`src/rtl/bp_cfg_loader_pkg.sv`:
```
// Shared types for the boot-time config loader: processor geometry table,
// config-register addresses, loader FSM states and the config write record.
package bp_cfg_loader_pkg;

  typedef enum logic [1:0] {
    e_bp_single_core_cfg = 2'd0,
    e_bp_dual_core_cfg   = 2'd1,
    e_bp_quad_core_cfg   = 2'd2,
    e_bp_hexa_core_cfg   = 2'd3
  } bp_params_e;

  typedef struct packed {
    logic [7:0] cc_x_dim;
    logic [7:0] cc_y_dim;
    logic [7:0] ic_y_dim;
  } bp_proc_param_s;

  // Core tiles sit below one row of I/O complex, hence ic_y_dim = 1 everywhere.
  localparam bp_proc_param_s all_cfgs_gp [4] = '{
    '{cc_x_dim: 8'd1, cc_y_dim: 8'd1, ic_y_dim: 8'd1},
    '{cc_x_dim: 8'd2, cc_y_dim: 8'd1, ic_y_dim: 8'd1},
    '{cc_x_dim: 8'd2, cc_y_dim: 8'd2, ic_y_dim: 8'd1},
    '{cc_x_dim: 8'd3, cc_y_dim: 8'd2, ic_y_dim: 8'd1}
  };

  typedef enum logic [15:0] {
    e_cfg_freeze      = 16'h0001,
    e_cfg_core_id     = 16'h0002,
    e_cfg_cord        = 16'h0004,
    e_cfg_icache_mode = 16'h0005,
    e_cfg_dcache_mode = 16'h0006
  } bp_cfg_reg_e;

  typedef enum logic [2:0] {
    e_reset         = 3'd0,
    e_send_cfg      = 3'd1,
    e_drain         = 3'd2,
    e_send_unfreeze = 3'd3,
    e_wait_acks     = 3'd4,
    e_done          = 3'd5
  } bp_cfg_loader_state_e;

  typedef struct packed {
    logic [7:0]  core_id;
    logic [15:0] addr;
    logic [63:0] data;
  } bp_cfg_write_s;

  // Writes issued per core during the configuration pass.
  localparam int unsigned cfg_fields_gp = 5;

  function automatic int unsigned num_core_f(bp_params_e cfg);
    return 32'(all_cfgs_gp[cfg].cc_x_dim) * 32'(all_cfgs_gp[cfg].cc_y_dim);
  endfunction

  // clog2 that never yields a zero-width vector.
  function automatic int unsigned safe_clog2_f(int unsigned n);
    return (n <= 1) ? 1 : $clog2(n);
  endfunction

endpackage

```
`src/rtl/bp_cfg_loader_credits.sv`:
```
// Tracks writes sent but not yet acked; gates new writes and flags acks that
// arrive with nothing outstanding.
module bp_cfg_loader_credits
  import bp_cfg_loader_pkg::*;
#(
  parameter int unsigned max_outstanding_p = 4,
  localparam int unsigned cnt_width_lp = $clog2(max_outstanding_p + 1)
) (
  input  logic clk_i,
  input  logic reset_i,
  input  logic accept_i,
  input  logic ack_i,
  output logic credit_avail_o,
  output logic empty_o,
  output logic spurious_ack_o
);

  logic [cnt_width_lp-1:0] cnt_q, cnt_d;

  // Accept+ack in one cycle cancels out; a lone ack at zero is dropped.
  always_comb begin
    cnt_d = cnt_q;
    if (accept_i && !ack_i) begin
      cnt_d = cnt_q + 1'b1;
    end else if (ack_i && !accept_i && (cnt_q != '0)) begin
      cnt_d = cnt_q - 1'b1;
    end
  end

  // Outstanding-count register.
  always_ff @(posedge clk_i) begin
    if (reset_i) begin
      cnt_q <= '0;
    end else begin
      cnt_q <= cnt_d;
    end
  end

  assign credit_avail_o = (cnt_q < cnt_width_lp'(max_outstanding_p));
  assign empty_o        = (cnt_q == '0);
  assign spurious_ack_o = ack_i && !accept_i && (cnt_q == '0);

endmodule

```
`src/rtl/bp_cfg_loader.sv`:
```
// Boot-time config sequencer: writes freeze/id/cord/cache-mode to every core,
// waits for all acks, then unfreezes every core.
//
// state           | meaning
// e_reset         | one idle cycle after reset
// e_send_cfg      | 5 config writes per core, core 0 first
// e_drain         | wait for every config write to be acked
// e_send_unfreeze | freeze=0 write per core
// e_wait_acks     | wait for unfreeze acks
// e_done          | sequence complete, done_o held until reset
module bp_cfg_loader
  import bp_cfg_loader_pkg::*;
#(
  parameter bp_params_e  cfg_p             = e_bp_single_core_cfg,
  parameter int unsigned cfg_addr_width_p  = 16,
  parameter int unsigned cfg_data_width_p  = 64,
  parameter int unsigned max_outstanding_p = 4,
  localparam int unsigned num_core_lp      = num_core_f(cfg_p),
  localparam int unsigned core_id_width_lp = safe_clog2_f(num_core_lp)
) (
  input  logic                        clk_i,
  input  logic                        reset_i,
  output logic                        cfg_v_o,
  input  logic                        cfg_ready_i,
  output logic [core_id_width_lp-1:0] cfg_core_id_o,
  output logic [cfg_addr_width_p-1:0] cfg_addr_o,
  output logic [cfg_data_width_p-1:0] cfg_data_o,
  input  logic                        ack_v_i,
  output logic                        done_o,
  output logic                        err_o
);

  localparam int unsigned x_dim_lp = 32'(all_cfgs_gp[cfg_p].cc_x_dim);
  localparam int unsigned ic_y_lp  = 32'(all_cfgs_gp[cfg_p].ic_y_dim);
  localparam logic [core_id_width_lp-1:0] last_core_lp = core_id_width_lp'(num_core_lp - 1);
  localparam logic [2:0] last_field_lp = 3'(cfg_fields_gp - 1);

  bp_cfg_loader_state_e        state_q, state_d;
  logic [core_id_width_lp-1:0] core_q, core_d;
  logic [2:0]                  field_q, field_d;
  logic                        err_q, err_d;

  logic        credit_avail, empty, spurious_ack;
  logic        sending, accept;
  logic [7:0]  cord_x, cord_y;
  logic [15:0] wr_addr;
  logic [63:0] wr_data;

  bp_cfg_loader_credits #(.max_outstanding_p(max_outstanding_p)) credits (
    .clk_i          (clk_i),
    .reset_i        (reset_i),
    .accept_i       (accept),
    .ack_i          (ack_v_i),
    .credit_avail_o (credit_avail),
    .empty_o        (empty),
    .spurious_ack_o (spurious_ack)
  );

  // Valid depends only on state and credits, never on ready.
  assign sending = (state_q == e_send_cfg) || (state_q == e_send_unfreeze);
  assign cfg_v_o = sending && credit_avail;
  assign accept  = cfg_v_o && cfg_ready_i;

  // Address/data of the write for the current core and field.
  always_comb begin
    cord_x  = 8'(32'(core_q) % x_dim_lp);
    cord_y  = 8'(ic_y_lp + 32'(core_q) / x_dim_lp);
    wr_addr = e_cfg_freeze;
    wr_data = 64'd0;
    if (state_q != e_send_unfreeze) begin
      case (field_q)
        3'd0: begin wr_addr = e_cfg_freeze;      wr_data = 64'd1; end
        3'd1: begin wr_addr = e_cfg_core_id;     wr_data = 64'(core_q); end
        3'd2: begin wr_addr = e_cfg_cord;        wr_data = {48'd0, cord_y, cord_x}; end
        3'd3: begin wr_addr = e_cfg_icache_mode; wr_data = 64'd1; end
        default: begin wr_addr = e_cfg_dcache_mode; wr_data = 64'd1; end
      endcase
    end
  end

  assign cfg_core_id_o = cfg_v_o ? core_q : '0;
  assign cfg_addr_o    = cfg_v_o ? cfg_addr_width_p'(wr_addr) : '0;
  assign cfg_data_o    = cfg_v_o ? cfg_data_width_p'(wr_data) : '0;
  assign done_o        = (state_q == e_done);
  assign err_o         = err_q;

  // Next state, core/field advance on each accepted write, sticky error.
  always_comb begin
    state_d = state_q;
    core_d  = core_q;
    field_d = field_q;
    err_d   = err_q || spurious_ack;
    case (state_q)
      e_reset: state_d = e_send_cfg;
      e_send_cfg: begin
        if (accept) begin
          if (field_q == last_field_lp) begin
            field_d = '0;
            if (core_q == last_core_lp) begin
              core_d  = '0;
              state_d = e_drain;
            end else begin
              core_d = core_q + 1'b1;
            end
          end else begin
            field_d = field_q + 3'd1;
          end
        end
      end
      e_drain: if (empty) state_d = e_send_unfreeze;
      e_send_unfreeze: begin
        if (accept) begin
          if (core_q == last_core_lp) begin
            core_d  = '0;
            state_d = e_wait_acks;
          end else begin
            core_d = core_q + 1'b1;
          end
        end
      end
      e_wait_acks: if (empty) state_d = e_done;
      default: state_d = state_q;
    endcase
  end

  // Sequencer registers.
  always_ff @(posedge clk_i) begin
    if (reset_i) begin
      state_q <= e_reset;
      core_q  <= '0;
      field_q <= '0;
      err_q   <= 1'b0;
    end else begin
      state_q <= state_d;
      core_q  <= core_d;
      field_q <= field_d;
      err_q   <= err_d;
    end
  end

endmodule

```
`config.mk`:
```
export PLATFORM = sky130hd
export DESIGN_NAME = bp_cfg_loader
export DESIGN_NICKNAME = d
export VERILOG_FILES = /design/src/rtl/bp_cfg_loader_pkg.sv /design/src/rtl/bp_cfg_loader_credits.sv /design/src/rtl/bp_cfg_loader.sv
export SDC_FILE = /design/constraint.sdc
export NUM_CORES = 1
export LEC_CHECK = 0
export ABC_AREA = 1
export ABC_CLOCK_PERIOD_IN_PS = 2850
export CORE_MARGIN = 5
export CORE_UTILIZATION = 38
export CTS_CLUSTER_DIAMETER = 150
export CTS_CLUSTER_SIZE = 8
export DETAILED_ROUTE_END_ITERATION = 10
export PLACE_DENSITY = 0.89
export SETUP_SLACK_MARGIN = 0.3
export SLEW_MARGIN = 20
export SYNTH_ARGS = -nofsm -noshare
export SYNTH_HDL_FRONTEND = slang
export SYNTH_SLANG_ARGS = --single-unit
```
`constraint.sdc`:
```
create_clock -name clk_i -period 2.85 [get_ports clk_i]
set_input_delay 0.4275 -clock clk_i [delete_from_list [all_inputs] [get_ports clk_i]]
set_output_delay 0.4275 -clock clk_i [all_outputs]
set_load 0.01 [all_outputs]
```
Yosys cells after proc, flatten, opt, wreduce, memory -nomap -nowiden --
Cells that the tools add are included.
Cells by class: eq/ne operators 17, reductions and logical operators 20, add/subtract/negate cells 5, $lt $le $gt $ge 1, mux-type cells 23
Operators with widths (number):
- $mux W64 | 1
- $mux W3 | 11
- $pmux W10 S2 | 1
- $mux W16 | 1
- $pmux W3 S5 | 1
- $eq A3 B2 Y1 const B | 4
- $pmux W3 S4 | 1
- $mux W10 | 1
- $ne A2 B1 Y1 const B | 5
- $eq A3 B3 Y1 const B | 3
- $logic_not A3 Y1 | 3
- $reduce_and A8 Y1 | 1
- $add A3 B1 Y3 const B | 2
- $eq A3 B1 Y1 const B | 2
- $logic_and A1 B1 Y1 | 6
- $mux W1 | 5
- $reduce_bool A5 Y1 | 1
- $ne A2 B2 Y1 const B | 2
- $reduce_and A4 Y1 | 1
- $reduce_bool A2 Y1 | 2
- $lt A3 B3 Y1 const B | 1
- $ne A3 B2 Y1 const B | 1
- $reduce_bool A3 Y1 | 1
- $sub A3 B1 Y3 const B | 1
- other kinds (6) | 8
Word-level totals: logic and storage cells 71, flip-flop bits (word level) 11, input bits 4, output and inout bits 84

Longest topological paths before layout --
Gate-level depths: netlist of run 1.
depth in word-level cells 9, mapped depth 10, gate-level depth less buffers 10

By module --
A second synthesis of run 1 with hierarchy kept.
Second synthesis, totals: cell total of the unflattened synthesis 193, area, all modules 1310.0 um2
By module, submodules not included:
- bp_cfg_loader | area an instance 1114.8 um2, seq. area each 140.1 um2, instances 1, cells each 164
- bp_cfg_loader_credits | area an instance 195.2 um2, seq. area each 60.1 um2, instances 1, cells each 29

Worst setup path after synthesis of run 1 --
OpenSTA, ideal clock, no wires.
kind register to output, start register state_q[2], end output cfg_data_o[8], cell stages (with the launch flop) 6, arrival time 1.032 ns, path buffers 0, data required time 2.423 ns, slack 1.391 ns, cells stage by stage dfxtp_1 -> inv_2 -> nand2_2 -> nor2_4 -> nand2_1 -> nor3_1
On the way: longest elaborated chain between the ends 4, elaborated cells between the ends (all ways) 7, those cells by class eq/ne: 3; mux: 2; reduce/logical: 2
RTL lines:
- start: declaration | RTL line bp_cfg_loader.sv:38 | bp_cfg_loader_state_e state_q, state_d;
- start signal: assignment | RTL line bp_cfg_loader.sv:129 | state_q <= e_reset;
- start signal: assignment | RTL line bp_cfg_loader.sv:134 | state_q <= state_d;
- $eq A3 B1 Y1 / $eq A3 B2 Y1 (equally long branches) | RTL line bp_cfg_loader.sv:60 | assign sending = (state_q == e_send_cfg) || (state_q == e_send_unfreeze);
- $logic_or A1 B1 Y1 (*) | RTL line bp_cfg_loader.sv:60
- $logic_and A1 B1 Y1 (*) | RTL line bp_cfg_loader.sv:61 | assign cfg_v_o = sending && credit_avail;
- named net cfg_v_o | RTL line bp_cfg_loader.sv:23 | output logic cfg_v_o,
- $mux W64 (*) | RTL line bp_cfg_loader.sv:83 | assign cfg_data_o = cfg_v_o ? cfg_data_width_p'(wr_data) : '0;
- end: declaration | RTL line bp_cfg_loader.sv:27 | output logic [cfg_data_width_p-1:0] cfg_data_o,
The timed path passes the listed nets; every way through them passes the cells marked *.

Worst setup path in the final report of run 1 --
start register state_q[2], end output cfg_data_o[8]
On the way: longest elaborated chain between the ends 4, elaborated cells between the ends (all ways) 7, those cells by class eq/ne: 3; mux: 2; reduce/logical: 2
RTL lines (RTL line):
- $eq A3 B1 Y1 / $eq A3 B2 Y1 (equally long branches) | bp_cfg_loader.sv:60
- $logic_or A1 B1 Y1 | bp_cfg_loader.sv:60
- $logic_and A1 B1 Y1 | bp_cfg_loader.sv:61
- $mux W64 (*) | bp_cfg_loader.sv:83
Every way passes the cells marked *; elsewhere a longest branch is shown, timed or not.

==> reports/qor.txt, run 1 <==
Detailed Route Iter0 Violations: 27
Die Y: 67.7 microns
cell taking the most area after synthesis: buf_4
Cell Area, Placed: 1140 sq um
WP data required: 2.42 ns
Comb power frac: 57.6%
Max Cap Viol: 0
Net Sw Power: 0.413 mW
number of diodes: 0
final hold vios: 0
switching share of power: 47.7%
Worst EP arrival: 1.80 ns
cell row count: 21
PostCTS Resize Cnt: 0
CP bufs+invs: 2
global-route wire length before repair: 2.73 mm
CTS tree: done
CTS Buffer Depth: 2
CTS buffer count: 3
ordered list of cells on the worst path: inv_2 -> nand2_2 -> nor2_4 -> nand2_1 -> nor3_1 -> clkdlybuf4s50_1
compound-cell area share of the yosys netlist: 5.74%
vias in the first global route: 693
DRC viols: 0
post-route ant nets: 0
Cells after Synth: 176
Startpoint Class: flop
clock share of power: 14.9%
Congestion Overflow GR: 0
Crit Path Max Fanout: 7
Total Wirelength: 1.85 mm
H-tree levels: 1
dominant cells by area after synthesis: buf_4, dfxtp_1, nand2_1, ha_1, nor2_1
Sequential Power Share: 27.5%
CTS Hold Bufs: 0
sequential area share after synthesis: 15.8%
Clk pin slew, worst setup/hold paths: 0.07 ns
clk sinks: 10
Top Ports: 88
core box area: 3280 sq um
Max Slew Vio Count: 0
CP Capture Type: output pin
Static Leak: 0.653 nW
pwr dens: 734 nW/um^2
pin count of the biggest net entering global routing: 8
final setup fails: 0
family with the most delay on the worst path: buffers and inverters
vias per inst: 3.58
total track usage: 7.77%
worst hold margin: 0.465 ns
CP Class: reg2out
Seq cells post-synth: 10
Tot Pwr: 0.865 mW
VDD IR max: 0.188 mV
Synth Area in Adders: 6.53%
minimum clock period: 2.23 ns
Simple-Gate Fraction of Synth Area: 21.4%
RSZ-0062 raised after global routing: false
root buf cell: clkbuf_4
post-synthesis instance area: 1260 sq um
Clock Skews: 0.00352 ns
Final GP Congestion: 0.814
Vias: 844
run status: finished, final reports clean
post-synthesis mux area share: 0%
Post-Synth XOR/XNOR Area: 0%
DR WL/cell: 7.84 microns
maximum clock rate: 448 MHz
area delta synth->final: -6.73%
Critical Path Slowest Stage Cell: clkdlybuf4s50_1
Post-Route Setup TNS: 0 ns
DIE WIDTH: 67.7 microns
Yosys top cell area share: 45.1%
TritonRoute pass-1 iters: 4
Synthesis Warnings: 0
finished layout cell area: 1180 sq um
initial antenna violation count: 0
share of post-route cells with drive strength above 1: 8.95%
Internal Power: 0.452 mW
die area: 4580 sq um
Synth cell types: 23
Nets: 201
worst-skew pair later-pin latency: 0.27 ns
Tightest Hold Check Type: reg2reg
number of setup buffers added after CTS: 0
starting density of the core: 38.5%
share of the clock period used by the worst path after layout: 78.3%
hpwl dp: 1.66 mm
syn_area_per_cell: 7.18 sq um
largest family of logic cells by synthesized area: buffers and inverters
I/O Buffers: 11
delay of the slowest critical-path stage: 0.56 ns
-- per-layer routing --
metal	GRT usage (%)	vias up	wire length [microns]
met5	0	-	0
li1	-	422	-
met3	2.00	3	306
met4	3.80	0	30
met2	13.4	55	859
met1	8.82	364	654
-- path summary, 6_finish.rpt --
kind | from | end | slack, ns | cells after the start
max reg2reg | state_q[2] | credits.cnt_q[1] | 1.30 | 7
min | err_o | err_o | 0.46 | 2
max | state_q[2] | cfg_data_o[8] | 0.62 | 6
min reg2reg | err_o | err_o | 0.46 | 2
-- worst reg2reg max path: cells and delay by family (launching register included) --
family	cells	cell delay [ns]
buf+inv	1	0.12
flops	1	0.31
simple gates	5	0.57
fa+ha+maj	1	0.45
-- cell usage in the layout, fill, tap and decap left out, drive strengths merged, types with 4 or more instances in the layout --
| cell type | instances |
|---|---|
| conb | 76 |
| nor2 | 16 |
| nand3 | 8 |
| dfxtp | 10 |
| clkdlybuf4s50 | 11 |
| o21ai | 5 |
| inv | 17 |
| ha | 5 |
| a21oi | 8 |
| nand2 | 23 |
| clkbuf | 4 |
-- layout make-up --
type	count	area [sq um]
Inverter	17	63.8
Clock buffer	4	36.3
Multi-Input combinational cell	148	711
Tap cell	46	57.6
Fill cell	357	2110
Timing Repair Buffer	11	110
Sequential cell	10	200
-- power groups by stage --
| stage | clock [mW] | sequential (mW) | combinational (mW) |
|---|---|---|---|
| after CTS | 0.134 | 0.238 | 0.497 |
| final | 0.129 | 0.238 | 0.498 |
| after global routing | 0.139 | 0.247 | 0.574 |
| after global placement | 0 | 0.238 | 0.480 |
| after floorplan | 0 | 0.235 | 0.451 |
| after detailed placement | 0 | 0.241 | 0.495 |
-- cells by family after synthesis --
family	count (synthesis)
buffers and inverters	93
AND/OR/NAND/NOR	52
AO/OA/AOI/OAI	14
flip-flops	10
adder cells (fa/ha/maj)	6
other	1
-- flip-flops by register name (all words and copies together), names as in the netlist --
name,flops
field_q,3
state_q,3
credits.cnt_q,3
err_o,1
-- cells in the mapped netlist --
library cell and instances:
nor2_4 1, buf_4 76, inv_1 12, nand4_1 1, inv_2 5, nand2_4 1
a21boi_0 1, nor2_2 1, ha_1 5, nand2_1 20, o21ai_0 2, nor3_1 2
nand3_4 1, conb_1 1, fa_1 1, nand3b_4 1, nor2_1 14, o21ai_1 3
a21oi_1 8, dfxtp_1 10, nand2_2 2, nand3_1 7, nand4_2 1
-- stage by stage --
step / worst slack [ns] / util, % / instances
global route: 0.403 / 35.9 / 236
detailed placement: 0.908 / 34.8 / 232
CTS: 0.606 / 35.9 / 236
finish: 0.618 / 35.9 / 236
global placement: 0.926 / 34.8 / 232
floorplan: 1.39 / - / 251
Power figures use the tool's default switching activity.
==> inputs of run 2 (changes only) <==
- ABC_CLOCK_PERIOD_IN_PS: 2850 -> 2200
- CORE_UTILIZATION: 38 -> 35
- PLACE_DENSITY: 0.89 -> 0.83
- clock period: 2.85 -> 2.2 ns (I/O delays scaled with it)
==> run 2 against run 1 <==
Net effect: sequential cell count stayed put; worst setup slack worse by 0.19 ns; via count is 2.3% lower; global-route usage is 0.37 points lower; clock power is 26% higher; first-iteration DRC count is 59% lower; sequential power is 30% higher; non-clock buffer count stayed put; critical path depth is 1 lower; critical endpoint is now cfg_addr_o[0].
==> reports/qor.txt, run 2 (synthesis gave the netlist of run 1 again) <==
H-tree levels: 1 (unchanged)
DR WL/cell: 7.99 microns (was 7.84 microns)
global-route wire length before repair: 2.93 mm (was 2.73 mm)
share of post-route cells with drive strength above 1: 10.5% (was 8.95%)
Worst EP arrival: 1.44 ns (was 1.80 ns)
pre-CTS setup slack: 0.324 ns (was 0.908 ns)
Clk pin slew, worst setup/hold paths: 0.06 ns (was 0.07 ns)
Filler Cell Count: 395 (was 357)
flop2flop setup slack: 0.68 ns (was 1.30 ns)
switching share of power: 48.1% (was 47.7%)
Static Leak: 0.701 nW (was 0.653 nW)
TritonRoute pass-1 iters: 4 (unchanged)
CTS tree: done (unchanged)
RSZ-0062 raised after global routing: false (unchanged)
Max Slew Vio Count: 0 (unchanged)
CTS Buffer Depth: 2 (unchanged)
clock share of power: 14.8% (was 14.9%)
Tightest Hold Check Type: reg2reg (unchanged)
commonest non-fill, non-tap cell in the layout: conb_1 (unchanged)
run status: finished, final reports clean (unchanged)
Worst R2R Path Depth: 9 (was 7)
hpwl dp: 1.72 mm (was 1.66 mm)
final hold vios: 0 (unchanged)
Crit Path Max Fanout: 4 (was 7)
minimum clock period: 1.77 ns
initial antenna violation count: 0 (unchanged)
DRC viols: 0 (unchanged)
vias per inst: 3.50 (was 3.58)
vias in the first global route: 711 (was 693)
pwr dens: 930 nW/um^2 (was 734 nW/um^2)
WHS Endpoint: err_o (unchanged)
Non-Filler Instances: 236 (unchanged)
I/O Buffers: 11 (unchanged)
die area: 4910 sq um (was 4580 sq um)
most frequent cells in the layout: conb_1, nand2_1, nor2_1 (unchanged)
WP data required: 1.87 ns (was 2.42 ns)
total track usage: 7.40% (was 7.77%)
number of diodes: 0 (unchanged)
Cells after DPL: 232 (unchanged)
Worst Hold Depth: 2 (unchanged)
Total Wirelength: 1.89 mm (was 1.85 mm)
maximum clock rate: 564 MHz
Comb power frac: 56.8% (was 57.6%)
root buf cell: clkbuf_4 (unchanged)
Reg2Reg Capture Point: credits.cnt_q[2] (was credits.cnt_q[1])
DIE WIDTH: 70.1 microns (was 67.7 microns)
Hold Startpoint: err_o (unchanged)
post-route ant nets: 0 (unchanged)
largest registers: credits.cnt_q x3, field_q x3, state_q x3 (unchanged)
Final GP Congestion: 0.877 (was 0.814)
Max Cap Viol: 0 (unchanged)
CP Capture Type: output pin (unchanged)
starting density of the core: 37.0% (was 38.5%)
Net Sw Power: 0.527 mW (was 0.413 mW)
area delta synth->final: -6.73% (unchanged)
number of setup buffers added after CTS: 0 (unchanged)
Clock Skews: 0.00279 ns (was 0.00352 ns)
Post-Route Setup TNS: 0 ns (unchanged)
Vias: 825 (was 844)
Startpoint Class: flop (unchanged)
core box area: 3420 sq um (was 3280 sq um)
Detailed Route Iter0 Violations: 11 (was 27)
Final Util: 34.5% (was 35.9%)
Top Ports: 88 (unchanged)
Tot Pwr: 1.10 mW (was 0.865 mW)
CTS buffer count: 3 (unchanged)
Setup WS post-layout: 0.426 ns (was 0.618 ns)
Nets: 201 (unchanged)
VDD IR max: 0.200 mV (was 0.188 mV)
share of the clock period used by the worst path after layout: 80.7%
Internal Power: 0.568 mW (was 0.452 mW)
pin count of the biggest net entering global routing: 8 (unchanged)
cell row count: 21 (unchanged)
clk sinks: 10 (unchanged)
Congestion Overflow GR: 0 (unchanged)
Sequential Power Share: 28.3% (was 27.5%)
CP Class: reg2out (unchanged)
Worst R2R Start: state_q[2] (unchanged)
Die Y: 70.1 microns (was 67.7 microns)
final setup fails: 0 (unchanged)
worst-skew pair later-pin latency: 0.26 ns (was 0.27 ns)
[run 2: cell types whose count changed in the layout (fill, tap and decap cells not counted)]
cell             previous run  this run
clkdlybuf4s50_1            11         4
dlygate4sd2_1               0         3
dlymetal6s2s_1              0         2
clkbuf_2                    0         1
clkdlybuf4s15_1             0         1
dfxtp_1                    10         9
dfxtp_2                     0         1
nand2_1                    20        19
nand2_2                     2         3
[run 2: repair_timing]
item,CTS,global route
endpoints found under the setup margin,5,5
gates cloned,0,0
resized for setup,6,6
hold buffers,0,0
[run 2: cell type report]
cell class	instances	area (sq um)	share of cell area, %
Clock buffer	4	36.3	3.08
Inverter	17	63.8	5.41
Tap cell	46	57.6	4.88
Multi-Input combinational cell	148	713	60.5
Timing Repair Buffer	11	106	9.02
Sequential cell	10	201	17.1
[run 2: layer usage]
| metal | GRT usage [%] | routed length, microns |
|---|---|---|
| met2 | 12.6 | 857 |
| met1 | 7.37 | 688 |
| met5 | 0 | 0 |
| met3 | 2.87 | 289 |
| met4 | 5.11 | 50 |
[run 2: how the worst max path moves through the flow]
stage               start          endpoint  slack, ns  depth (start not counted)
4_1_cts        state_q[2]     cfg_data_o[8]       0.31                          6
6_report       field_q[1]     cfg_addr_o[0]       0.43                          5
3_5_place_dp   state_q[2]     cfg_data_o[8]       0.32                          6
2_1_floorplan  state_q[2]  credits.cnt_q[2]       0.75                          9
3_3_place_gp   state_q[2]     cfg_data_o[8]       0.43                          6
5_1_grt        state_q[2]     cfg_addr_o[1]       0.30                          7
[run 2: per-stage QoR]
step                      area, sq um  hold WS (ns)
final                            1180         0.454
after detailed placement         1140         0.445
after global routing             1180         0.500
after global placement           1140         0.440
after floorplan                  1550         0.399
after CTS                        1170         0.458
[run 2: worst max-delay path, stage by stage, from the launching register on]
cell	delay, ns
dfxtp_1	0.38
inv_1	0.09
ha_1	0.20
a21oi_1	0.13
a21boi_0	0.08
dlygate4sd2_1	0.29
[run 2: power groups by stage]
stage / Clock (mW) / Combinational (mW) / Sequential (mW)
3_5_place_dp: 0 / 0.638 / 0.314
2_1_floorplan: 0 / 0.584 / 0.304
4_1_cts: 0.171 / 0.624 / 0.310
6_report: 0.162 / 0.623 / 0.310
3_3_place_gp: 0 / 0.627 / 0.309
5_1_grt: 0.176 / 0.723 / 0.319
==> inputs of run 3 (changes only) <==
- ABC_CLOCK_PERIOD_IN_PS: 2200 -> 1500
- CORE_UTILIZATION: 35 -> 32
- PLACE_DENSITY: 0.83 -> 0.8
- clock period: 2.2 -> 1.5 ns (I/O delays scaled with it)
==> run 3 against run 2 <==
Net effect: the run now ends with negative setup slack left; global-route usage increased by 0.68 points; die area increased by 8.0%; final cell count increased by 12%; critical endpoint is now credits.cnt_q[1].
==> reports/qor.txt, run 3 (synthesis gave the netlist of run 1 again) <==
run status: finished with violations (was finished, final reports clean)
failing checks: negative setup slack
Static Leak: 0.822 nW (was 0.701 nW)
area delta synth->final: 24.6% (was -6.73%)
Net Sw Power: 1.03 mW (was 0.527 mW)
CTS tree: done (unchanged)
Clk pin slew, worst setup/hold paths: 0.05 ns (was 0.06 ns)
pwr dens: 1480 nW/um^2 (was 930 nW/um^2)
switching share of power: 44.3% (was 48.1%)
Setup WS post-layout: -0.0280 ns (was 0.426 ns)
CTS Buffer Depth: 2 (unchanged)
cell row count: 22 (was 21)
post-route ant nets: 0 (unchanged)
pin count of the biggest net entering global routing: 7 (was 8)
DIE WIDTH: 72.8 microns (was 70.1 microns)
final setup fails: 3 (was 0)
DR WL/cell: 9.54 microns (was 7.99 microns)
hpwl dp: 1.93 mm (was 1.72 mm)
I/O Buffers: 11 (unchanged)
worst hold margin: 0.446 ns (was 0.454 ns)
core box area: 3740 sq um (was 3420 sq um)
Vias: 953 (was 825)
Detailed Route Iter0 Violations: 16 (was 11)
finished layout cell area: 1570 sq um (was 1180 sq um)
vias per inst: 3.61 (was 3.50)
WP data required: 1.68 ns (was 1.87 ns)
vias in the first global route: 803 (was 711)
Filler Cell Count: 390 (was 395)
most frequent cells in the layout: conb_1, buf_4, nor2_1 (was conb_1, nand2_1, nor2_1)
delay of the slowest critical-path stage: 0.52 ns (was 0.38 ns)
Tightest Hold Check Type: reg2reg (unchanged)
share of post-route cells with drive strength above 1: 38.9% (was 10.5%)
starting density of the core: 33.8% (was 37.0%)
root buf cell: clkbuf_8 (was clkbuf_4)
total track usage: 8.08% (was 7.40%)
Cell Area, Placed: 1300 sq um (was 1140 sq um)
commonest non-fill, non-tap cell in the layout: conb_1 (unchanged)
Startpoint Class: flop (unchanged)
CP bufs+invs: 3 (was 2)
clk sinks: 10 (unchanged)
maximum clock rate: 654 MHz
RSZ-0062 raised after global routing: true (was false)
die area: 5310 sq um (was 4910 sq um)
Congestion Overflow GR: 0 (unchanged)
final hold vios: 0 (unchanged)
Max Cap Viol: 0 (unchanged)
Top Ports: 88 (unchanged)
family with the most delay on the worst path: adder cells (was flip-flops)
Final GP Congestion: 0.773 (was 0.877)
Total Wirelength: 2.52 mm (was 1.89 mm)
DRC viols: 0 (unchanged)
CP Class: reg2reg (was reg2out)
CTS buffer count: 3 (unchanged)
ordered list of cells on the worst path: inv_4 -> nand2_4 -> nor2_4 -> buf_6 -> buf_6 -> nand3b_4 -> fa_2 -> nor2_1 -> nor2_1 (was inv_1 -> ha_1 -> a21oi_1 -> a21boi_0 -> dlygate4sd2_1)
H-tree levels: 1 (unchanged)
Comb power frac: 65.6% (was 56.8%)
largest registers: credits.cnt_q x3, field_q x3, state_q x3 (unchanged)
Internal Power: 1.30 mW (was 0.568 mW)
clock share of power: 14.9% (was 14.8%)
Critical Path Slowest Stage Cell: fa_2 (was dfxtp_1)
Worst EP arrival: 1.71 ns (was 1.44 ns)
Clock Skews: 0.000502 ns (was 0.00279 ns)
global-route wire length before repair: 3.33 mm (was 2.93 mm)
CP Capture Type: flop (was output pin)
Sequential Power Share: 19.5% (was 28.3%)
TritonRoute pass-1 iters: 4 (unchanged)
Crit Path Max Fanout: 3 (was 4)
Die Y: 72.8 microns (was 70.1 microns)
minimum clock period: 1.53 ns
Nets: 227 (was 201)
initial antenna violation count: 0 (unchanged)
number of diodes: 0 (unchanged)
VDD IR max: 0.758 mV (was 0.200 mV)
share of the clock period used by the worst path after layout: 102%
Max Slew Vio Count: 0 (unchanged)
worst-skew pair later-pin latency: 0.24 ns (was 0.26 ns)
run 3: cell type report:
class	count	area [sq um]	share of cell area (%)
Multi-Input combinational cell	148	851	54.1
Tap cell	48	60.1	3.82
Inverter	17	73.8	4.69
Clock buffer	4	55.1	3.50
Sequential cell	10	210	13.4
Timing Repair Buffer	37	324	20.6
run 3: routing by layer:
layer	vias up	wire [microns]	global-route usage, %
met4	0	8	3.28
met2	49	1430	15.4
met3	2	307	3.58
li1	475	-	-
met1	427	768	7.33
met5	-	0	0
run 3: through the flow:
stage	std cells	power (mW)	setup TNS, ns	util (%)	setup slack (ns)
final	264	2.33	-0.0542	42.0	-0.0280
after detailed placement	250	1.61	-1.29	34.7	-0.160
after floorplan	251	1.35	0	-	0.0651
after global placement	250	1.57	-0.867	34.7	-0.115
after CTS	259	2.10	-0.0918	38.6	-0.0371
after global routing	264	2.54	-0.391	42.0	-0.132
run 3: power by group through the flow:
stage	Clock (mW)	Sequential, mW	Combinational (mW)
detailed placement	0	0.447	1.16
CTS	0.357	0.449	1.29
floorplan	0	0.460	0.891
finish	0.348	0.454	1.53
global placement	0	0.443	1.13
global route	0.372	0.469	1.70
run 3: worst register-to-register path, delay by kind of cell (launching register included):
family	cells	cell delay, ns
flops	1	0.33
fa+ha+maj	1	0.52
buf+inv	3	0.27
simple gates	5	0.37
run 3: final timing paths:
check	from	endpoint	slack [ns]	cells past startpoint
max	state_q[2]	credits.cnt_q[1]	-0.03	9
min	err_o	err_o	0.45	2
max reg2reg	state_q[2]	credits.cnt_q[1]	-0.03	9
min reg2reg	err_o	err_o	0.45	2
run 3: repair_timing:
action                     in CTS  in global routing
setup endpoints to repair      17                 16
hold buffers                    0                  0
pin swaps                       8                  9
resized for setup              54                 26
buffers inserted                5                  5
